<file path="config.mk">
export PLATFORM = sky130hd
export DESIGN_NAME = turbo_iter_ctrl
export DESIGN_NICKNAME = d
export VERILOG_FILES = /design/src/rtl/turbo_pkg.sv /design/src/rtl/turbo_iter_ctrl.sv
export SDC_FILE = /design/constraint.sdc
export NUM_CORES = 1
export LEC_CHECK = 0
export CORE_MARGIN = 3
export CORE_UTILIZATION = 55
export CTS_CLUSTER_SIZE = 24
export DETAILED_ROUTE_END_ITERATION = 10
export GPL_ROUTABILITY_DRIVEN = 1
export GPL_TIMING_DRIVEN = 0
export PLACE_DENSITY = 0.88
export RECOVER_POWER = 25
export REMOVE_ABC_BUFFERS = 1
export SLEW_MARGIN = 20
export SYNTH_ARGS = -nofsm -noshare
export SYNTH_HDL_FRONTEND = slang
export SYNTH_SLANG_ARGS = --single-unit
</file>
<file path="constraint.sdc">
create_clock -name clk_i -period 3.3 [get_ports clk_i]
set_clock_uncertainty 0.1 [all_clocks]
set_input_delay 0.66 -clock clk_i [delete_from_list [all_inputs] [get_ports clk_i]]
set_output_delay 0.66 -clock clk_i [all_outputs]
set_load 0.02 [all_outputs]
</file>
<file path="src/rtl/turbo_pkg.sv">
// Shared definitions for the turbo decoder control path: FSM states and default geometry.
package turbo_pkg;

  localparam int LLR_W         = 7;
  localparam int FRAME_LEN_DEF = 16;
  localparam int IDX_W_DEF     = 4;
  localparam int ITER_W_DEF    = 4;
  localparam int TIMEOUT_DEF   = 64;

  typedef enum logic [2:0] {
    ST_IDLE  = 3'd0,
    ST_CLEAR = 3'd1,
    ST_FEED  = 3'd2,
    ST_DRAIN = 3'd3,
    ST_NEXT  = 3'd4,
    ST_DONE  = 3'd5
  } state_t;

endpackage

</file>
<file path="src/rtl/turbo_iter_ctrl.sv">
// Half-iteration scheduler for the shared Siso core: sequences clear/feed/drain per half,
// counts extrinsic write-backs, and tracks iterations, completion and errors.
module turbo_iter_ctrl
  import turbo_pkg::*;
#(
  parameter int FRAME_LEN = FRAME_LEN_DEF,
  parameter int IDX_W     = IDX_W_DEF,
  parameter int ITER_W    = ITER_W_DEF,
  parameter int TIMEOUT   = TIMEOUT_DEF
) (
  input  logic              clk_i,
  input  logic              rst_n_i,
  input  logic              start_i,
  input  logic              abort_i,
  input  logic [ITER_W-1:0] iter_num_i,
  input  logic              siso_valid_i,
  output logic              siso_clear_o,
  output logic              siso_read_en_o,
  output logic              half_o,
  output logic [IDX_W-1:0]  rd_idx_o,
  output logic              wr_en_o,
  output logic [IDX_W-1:0]  wr_idx_o,
  output logic [ITER_W-1:0] iter_o,
  output logic              final_o,
  output logic              busy_o,
  output logic              done_o,
  output logic              err_o
);

  localparam int WB_W  = IDX_W + 1;
  localparam int TMO_W = $clog2(TIMEOUT + 1);

  localparam logic [WB_W-1:0]  WB_FULL  = WB_W'(FRAME_LEN);
  localparam logic [IDX_W-1:0] IDX_LAST = IDX_W'(FRAME_LEN - 1);
  localparam logic [TMO_W-1:0] TMO_LAST = TMO_W'(TIMEOUT - 1);

  state_t              state_r;
  state_t              state_nxt_s;
  logic [ITER_W-1:0]   target_r;
  logic [ITER_W-1:0]   iter_r;
  logic                half_r;
  logic [IDX_W-1:0]    rd_idx_r;
  logic [WB_W-1:0]     wb_cnt_r;
  logic [TMO_W-1:0]    tmo_cnt_r;
  logic                err_r;

  logic                in_wb_s;
  logic                wb_full_s;
  logic                accept_s;
  logic                surplus_s;
  logic                last_iter_s;
  logic                last_half_s;
  logic                timeout_s;

  assign in_wb_s     = (state_r == ST_FEED) || (state_r == ST_DRAIN);
  assign wb_full_s   = (wb_cnt_r == WB_FULL);
  assign accept_s    = siso_valid_i & in_wb_s & ~wb_full_s;
  assign surplus_s   = siso_valid_i & in_wb_s & wb_full_s;
  assign last_iter_s = (iter_r == (target_r - ITER_W'(1)));
  assign last_half_s = half_r & last_iter_s;
  // Idle cycles are only counted once the read phase is over.
  assign timeout_s   = (state_r == ST_DRAIN) & ~wb_full_s & ~siso_valid_i &
                       (tmo_cnt_r == TMO_LAST);

  // Target iteration count with the zero request mapped to a single iteration.
  function automatic logic [ITER_W-1:0] clamp_target(input logic [ITER_W-1:0] req);
    logic [ITER_W-1:0] res;
    if (req == '0) begin
      res = ITER_W'(1);
    end else begin
      res = req;
    end
    return res;
  endfunction

  // FSM state register.
  always_ff @(posedge clk_i or negedge rst_n_i) begin
    if (!rst_n_i) begin
      state_r <= ST_IDLE;
    end else begin
      state_r <= state_nxt_s;
    end
  end

  // Next-state selection and state-decoded strobes; abort overrides everything.
  always_comb begin
    state_nxt_s    = state_r;
    siso_clear_o   = 1'b0;
    siso_read_en_o = 1'b0;
    busy_o         = (state_r != ST_IDLE);
    done_o         = 1'b0;
    case (state_r)
      ST_IDLE: begin
        if (start_i) begin
          state_nxt_s = ST_CLEAR;
        end else begin
          state_nxt_s = ST_IDLE;
        end
      end
      ST_CLEAR: begin
        siso_clear_o = 1'b1;
        state_nxt_s  = ST_FEED;
      end
      ST_FEED: begin
        siso_read_en_o = 1'b1;
        if (rd_idx_r == IDX_LAST) begin
          state_nxt_s = ST_DRAIN;
        end else begin
          state_nxt_s = ST_FEED;
        end
      end
      ST_DRAIN: begin
        if (wb_full_s) begin
          state_nxt_s = ST_NEXT;
        end else if (timeout_s) begin
          state_nxt_s = ST_DONE;
        end else begin
          state_nxt_s = ST_DRAIN;
        end
      end
      ST_NEXT: begin
        if (last_half_s) begin
          state_nxt_s = ST_DONE;
        end else begin
          state_nxt_s = ST_CLEAR;
        end
      end
      ST_DONE: begin
        done_o      = 1'b1;
        state_nxt_s = ST_IDLE;
      end
      default: begin
        state_nxt_s = ST_IDLE;
      end
    endcase
    if (abort_i) begin
      state_nxt_s = ST_IDLE;
    end else begin
      state_nxt_s = state_nxt_s;
    end
  end

  // Iteration, half and read-index sequencing.
  always_ff @(posedge clk_i or negedge rst_n_i) begin
    if (!rst_n_i) begin
      target_r <= '0;
      iter_r   <= '0;
      half_r   <= 1'b0;
      rd_idx_r <= '0;
    end else if (!abort_i) begin
      case (state_r)
        ST_IDLE: begin
          if (start_i) begin
            target_r <= clamp_target(iter_num_i);
            iter_r   <= '0;
            half_r   <= 1'b0;
          end
        end
        ST_CLEAR: begin
          rd_idx_r <= '0;
        end
        ST_FEED: begin
          if (rd_idx_r != IDX_LAST) begin
            rd_idx_r <= rd_idx_r + IDX_W'(1);
          end
        end
        ST_NEXT: begin
          if (!last_half_s) begin
            if (half_r) begin
              iter_r <= iter_r + ITER_W'(1);
            end
            half_r <= ~half_r;
          end
        end
        default: begin
          rd_idx_r <= rd_idx_r;
        end
      endcase
    end
  end

  // Write-back counter, idle timeout and sticky error flag.
  always_ff @(posedge clk_i or negedge rst_n_i) begin
    if (!rst_n_i) begin
      wb_cnt_r  <= '0;
      tmo_cnt_r <= '0;
      err_r     <= 1'b0;
    end else if (!abort_i) begin
      case (state_r)
        ST_IDLE: begin
          if (start_i) begin
            err_r <= 1'b0;
          end
        end
        ST_CLEAR: begin
          wb_cnt_r  <= '0;
          tmo_cnt_r <= '0;
        end
        ST_FEED, ST_DRAIN: begin
          if (accept_s) begin
            wb_cnt_r <= wb_cnt_r + WB_W'(1);
          end
          if (surplus_s || timeout_s) begin
            err_r <= 1'b1;
          end
          if (state_r == ST_DRAIN) begin
            if (siso_valid_i) begin
              tmo_cnt_r <= '0;
            end else begin
              tmo_cnt_r <= tmo_cnt_r + TMO_W'(1);
            end
          end
        end
        default: begin
          wb_cnt_r <= wb_cnt_r;
        end
      endcase
    end
  end

  assign half_o   = half_r;
  assign rd_idx_o = rd_idx_r;
  assign wr_en_o  = accept_s;
  assign wr_idx_o = wb_cnt_r[IDX_W-1:0];
  assign iter_o   = iter_r;
  assign err_o    = err_r;
  assign final_o  = busy_o & half_r & last_iter_s;

endmodule

</file>
==> reports/metrics.csv, run 1 <==
metric,value,unit
status,"complete, but fails checks",
largest net degree at the start of global routing,30,
post-CTS setup buffer count,0,
WL/cell,15.0,microns
CTS max path bufs,2,
placed cells,225,
number of setup violations in the final report,0,
combinational power share,0.203,
"Largest stage delay, worst path",640,ps
Area Growth Syn to Fin,19.8,%
maxcap violations,1,
"CTS clk-pin slew, worst paths",90,ps
Die ar.,3710,sq um
Worst Hold End,tmo_cnt_r[2],
RR Startpoint,target_r[0],
Final HPWL DP,2680,microns
Tcrit/Tclk final,0.964,
Worst Hold Depth,1,
failing checks,"max-capacitance violations, max-slew violations",
"Req. time, crit path",2540,ps
vias per std cell,5.92,
initial core utilization,0.591,
Yosys reg bits,29,
row count,19,
share of cells above drive strength 1,0.0743,
"Hold Vio Cnt, Final",0,
number of global-route vias before repair,1373,
startpoint types,flip-flop,
Mapped Cells,175,
total routed wirelength,3500,microns
R2R setup slack,1210,ps
placed standard-cell area,1920,sq um
CTS Buf Count,5,
port bufs,28,
max_slew headroom,-0.00565,
I/O pin total,29,
Worst-Margin Slew,1510,ps
switching power,0.000243,W
VDD IR max,0.267,mV
post-synthesis sequential area ratio,0.438,
largest fanout on the critical path,3,
TritonCTS Sinks,29,
Die W,60.9,microns
# H-tree levels,2,
Hold/Removal Path Class,reg -> reg,
post-synthesis cell type count,41,
initial antenna violation count,0,
Clk network pwr share,0.299,
setup tns final,0,ps
post-layout util,0.708,
Worst-Skew Late Latency,330,ps
DRT antenna net count,0,
fin nets,216,
hold path startpoint,tmo_cnt_r[2],
FMAX,0.314,GHz
first-pass GRT wire length,5980,microns
CP cell instances,"inv_1, ha_1, xnor3_1, nand4_1, nor3_1, clkdlybuf4s50_1",
Max Slew Vio Count,30,
switch share,0.295,
Int Pwr,0.000580,W
die span in y,60.9,microns
gp weighted congestion,0.784,
Crit Path Class,reg -> out,
vias,1379,
CTS tree,built,
clk root buf,clkbuf_4,
unrepaired setup endpoints after global routing,no,
share of power burned in registers,0.499,
CP Data Arrival Time,2420,ps
number of diodes,0,
syn_area_per_cell,9.47,sq um
Core Region,2810,sq um
RR Endpoint,half_o,
post-layout instance count excluding filler cells,233,
Final Critical Period,3180,ps
# hold bufs at CTS,0,
post-route cell area,1990,sq um
Post-CTS Resized,0,
Worst Reg-to-Reg Cells,7,
initial drt markers,46,
slowest library cell on the worst path,clkdlybuf4s50_1,
YS warnings,0,
Lkg Pwr,0.865,nW
global-route usage over all layers,0.222,
# DRC,0,
hold_ws,385,ps
pwr dens,414,nW/um^2
DR pass1 iterations,4,
"Cell Area, Synth",1660,sq um
Crit. End Element,output port,
grt total ovfl,0,
-- how the worst max path moves through the flow --
stage / cells after the start / slack, ps / end / startpoint
2_1_floorplan: 5 / 920 / final_o / target_r[0]
3_3_place_gp: 3 / 540 / wr_en_o / siso_valid_i
3_5_place_dp: 6 / 490 / final_o / target_r[0]
4_1_cts: 6 / 130 / final_o / target_r[0]
5_1_grt: 6 / 10 / final_o / target_r[0]
6_report: 6 / 120 / final_o / target_r[0]
-- worst max-delay path, delay by kind of cell (launching register included) --
family,cells,cell delay (ps)
xor+xnor,1,350
flops,1,410
simple gates,2,430
fa+ha+maj,1,190
buf+inv,2,720
-- power by group through the flow --
stage | Clock (W) | Combinational, W | Sequential [W]
6_report | 0.000246 | 0.000167 | 0.000410
2_1_floorplan | 0 | 0.0000907 | 0.000422
3_5_place_dp | 0 | 0.000168 | 0.000417
5_1_grt | 0.000267 | 0.000187 | 0.000414
3_3_place_gp | 0 | 0.000162 | 0.000413
4_1_cts | 0.000250 | 0.000169 | 0.000410
-- metal layers --
layer | track usage | up-vias | wire length (microns) | part of all wire
li1 | - | 674 | - | -
met1 | 0.240 | 676 | 1400 | 0.40
met2 | 0.406 | 24 | 1940 | 0.55
met3 | 0.0574 | 5 | 124 | 0.035
met4 | 0.0929 | 0 | 40 | 0.011
met5 | 0 | - | 0 | 0
-- placed cells by master, fill, tap and decap left out, types with 2 or more instances in the layout --
master / Yosys / final
dfrtp_1: 29 / 29
clkdlybuf4s50_1: 0 / 27
o21ai_0: 16 / 16
nor2_1: 15 / 15
nand2_1: 12 / 12
nor3_1: 10 / 10
nand3_1: 9 / 9
o21ai_1: 8 / 8
inv_1: 7 / 7
xnor2_1: 7 / 7
a31oi_1: 6 / 6
ha_1: 6 / 6
clkbuf_4: 0 / 5
and3_1: 4 / 4
nand2b_1: 3 / 3
a21oi_1: 3 / 3
mux2i_1: 3 / 3
and2b_1: 2 / 2
xor2_1: 2 / 2
nand4_1: 2 / 2
and3b_1: 2 / 2
mux2_1: 2 / 2
clkbuf_8: 0 / 2
-- metrics by stage --
step | worst slack, ps | total power (W)
after floorplan | 916 | 0.000512
after global placement | 537 | 0.000575
after detailed placement | 491 | 0.000585
after CTS | 126 | 0.000829
after global routing | 10.2 | 0.000869
final | 120 | 0.000823
-- kinds of logic after synthesis --
family / synth area share
DFF: 0.438
xor gates and xnor gates: 0.0611
buffers and inverters: 0.0483
muxes: 0.0385
adders and majority gates: 0.0453
and+or+nand+nor: 0.223
AOI/OAI and AO/OA: 0.146
-- sequential cells by signal, summed over array words and instances (netlist names) --
register	cells
state_r	3
tmo_cnt_r	7
iter_o	4
rd_idx_o	4
target_r	4
err_o	1
wb_cnt_r	5
half_o	1
-- synth_stat cells, drive strengths merged --
| cell | n | share of area |
|---|---|---|
| mux2i | 3 | 0.018 |
| nor2 | 15 | 0.034 |
| a31oi | 6 | 0.023 |
| nand2 | 12 | 0.027 |
| ha | 6 | 0.045 |
| and2b | 2 | 0.0091 |
| nor2b | 1 | 0.0038 |
| mux2 | 3 | 0.020 |
| nand3b | 1 | 0.0045 |
| xnor3 | 1 | 0.014 |
| xnor2 | 7 | 0.037 |
| buf | 6 | 0.026 |
| clkbuf | 3 | 0.0068 |
| nor3b | 2 | 0.012 |
| a22o | 1 | 0.0053 |
| nor4 | 1 | 0.0038 |
| o221a | 1 | 0.0068 |
| or2 | 2 | 0.0091 |
| nand4 | 2 | 0.0075 |
| dfrtp | 29 | 0.44 |
| nand2b | 3 | 0.011 |
| nand4b | 1 | 0.0053 |
| nor3 | 11 | 0.036 |
| inv | 7 | 0.016 |
| xor2 | 2 | 0.011 |
| o21ai | 24 | 0.072 |
| o31ai | 3 | 0.025 |
| a21boi | 1 | 0.0045 |
| a21oi | 3 | 0.0091 |
| and3 | 4 | 0.015 |
| nand4bb | 1 | 0.0068 |
| and3b | 2 | 0.011 |
| nand3 | 9 | 0.027 |
-- cell type report --
class                           count  area (sq um)
Sequential cell                    29           726
Multi-Input combinational cell    130           852
Timing Repair Buffer               28           274
Inverter                            7          26.3
Fill cell                         221           818
Clock buffer                        7          65.1
Clock inverter                      1          5.00
Tap cell                           31          38.8
Note: power is estimated with default switching activity, not from simulation.
==> inputs of run 2 (changes only) <==
Settings changed: CTS_CLUSTER_DIAMETER set to 30.
==> results of run 2 <==
No change in the layout: final DEF, timing and power equal those of run 1.
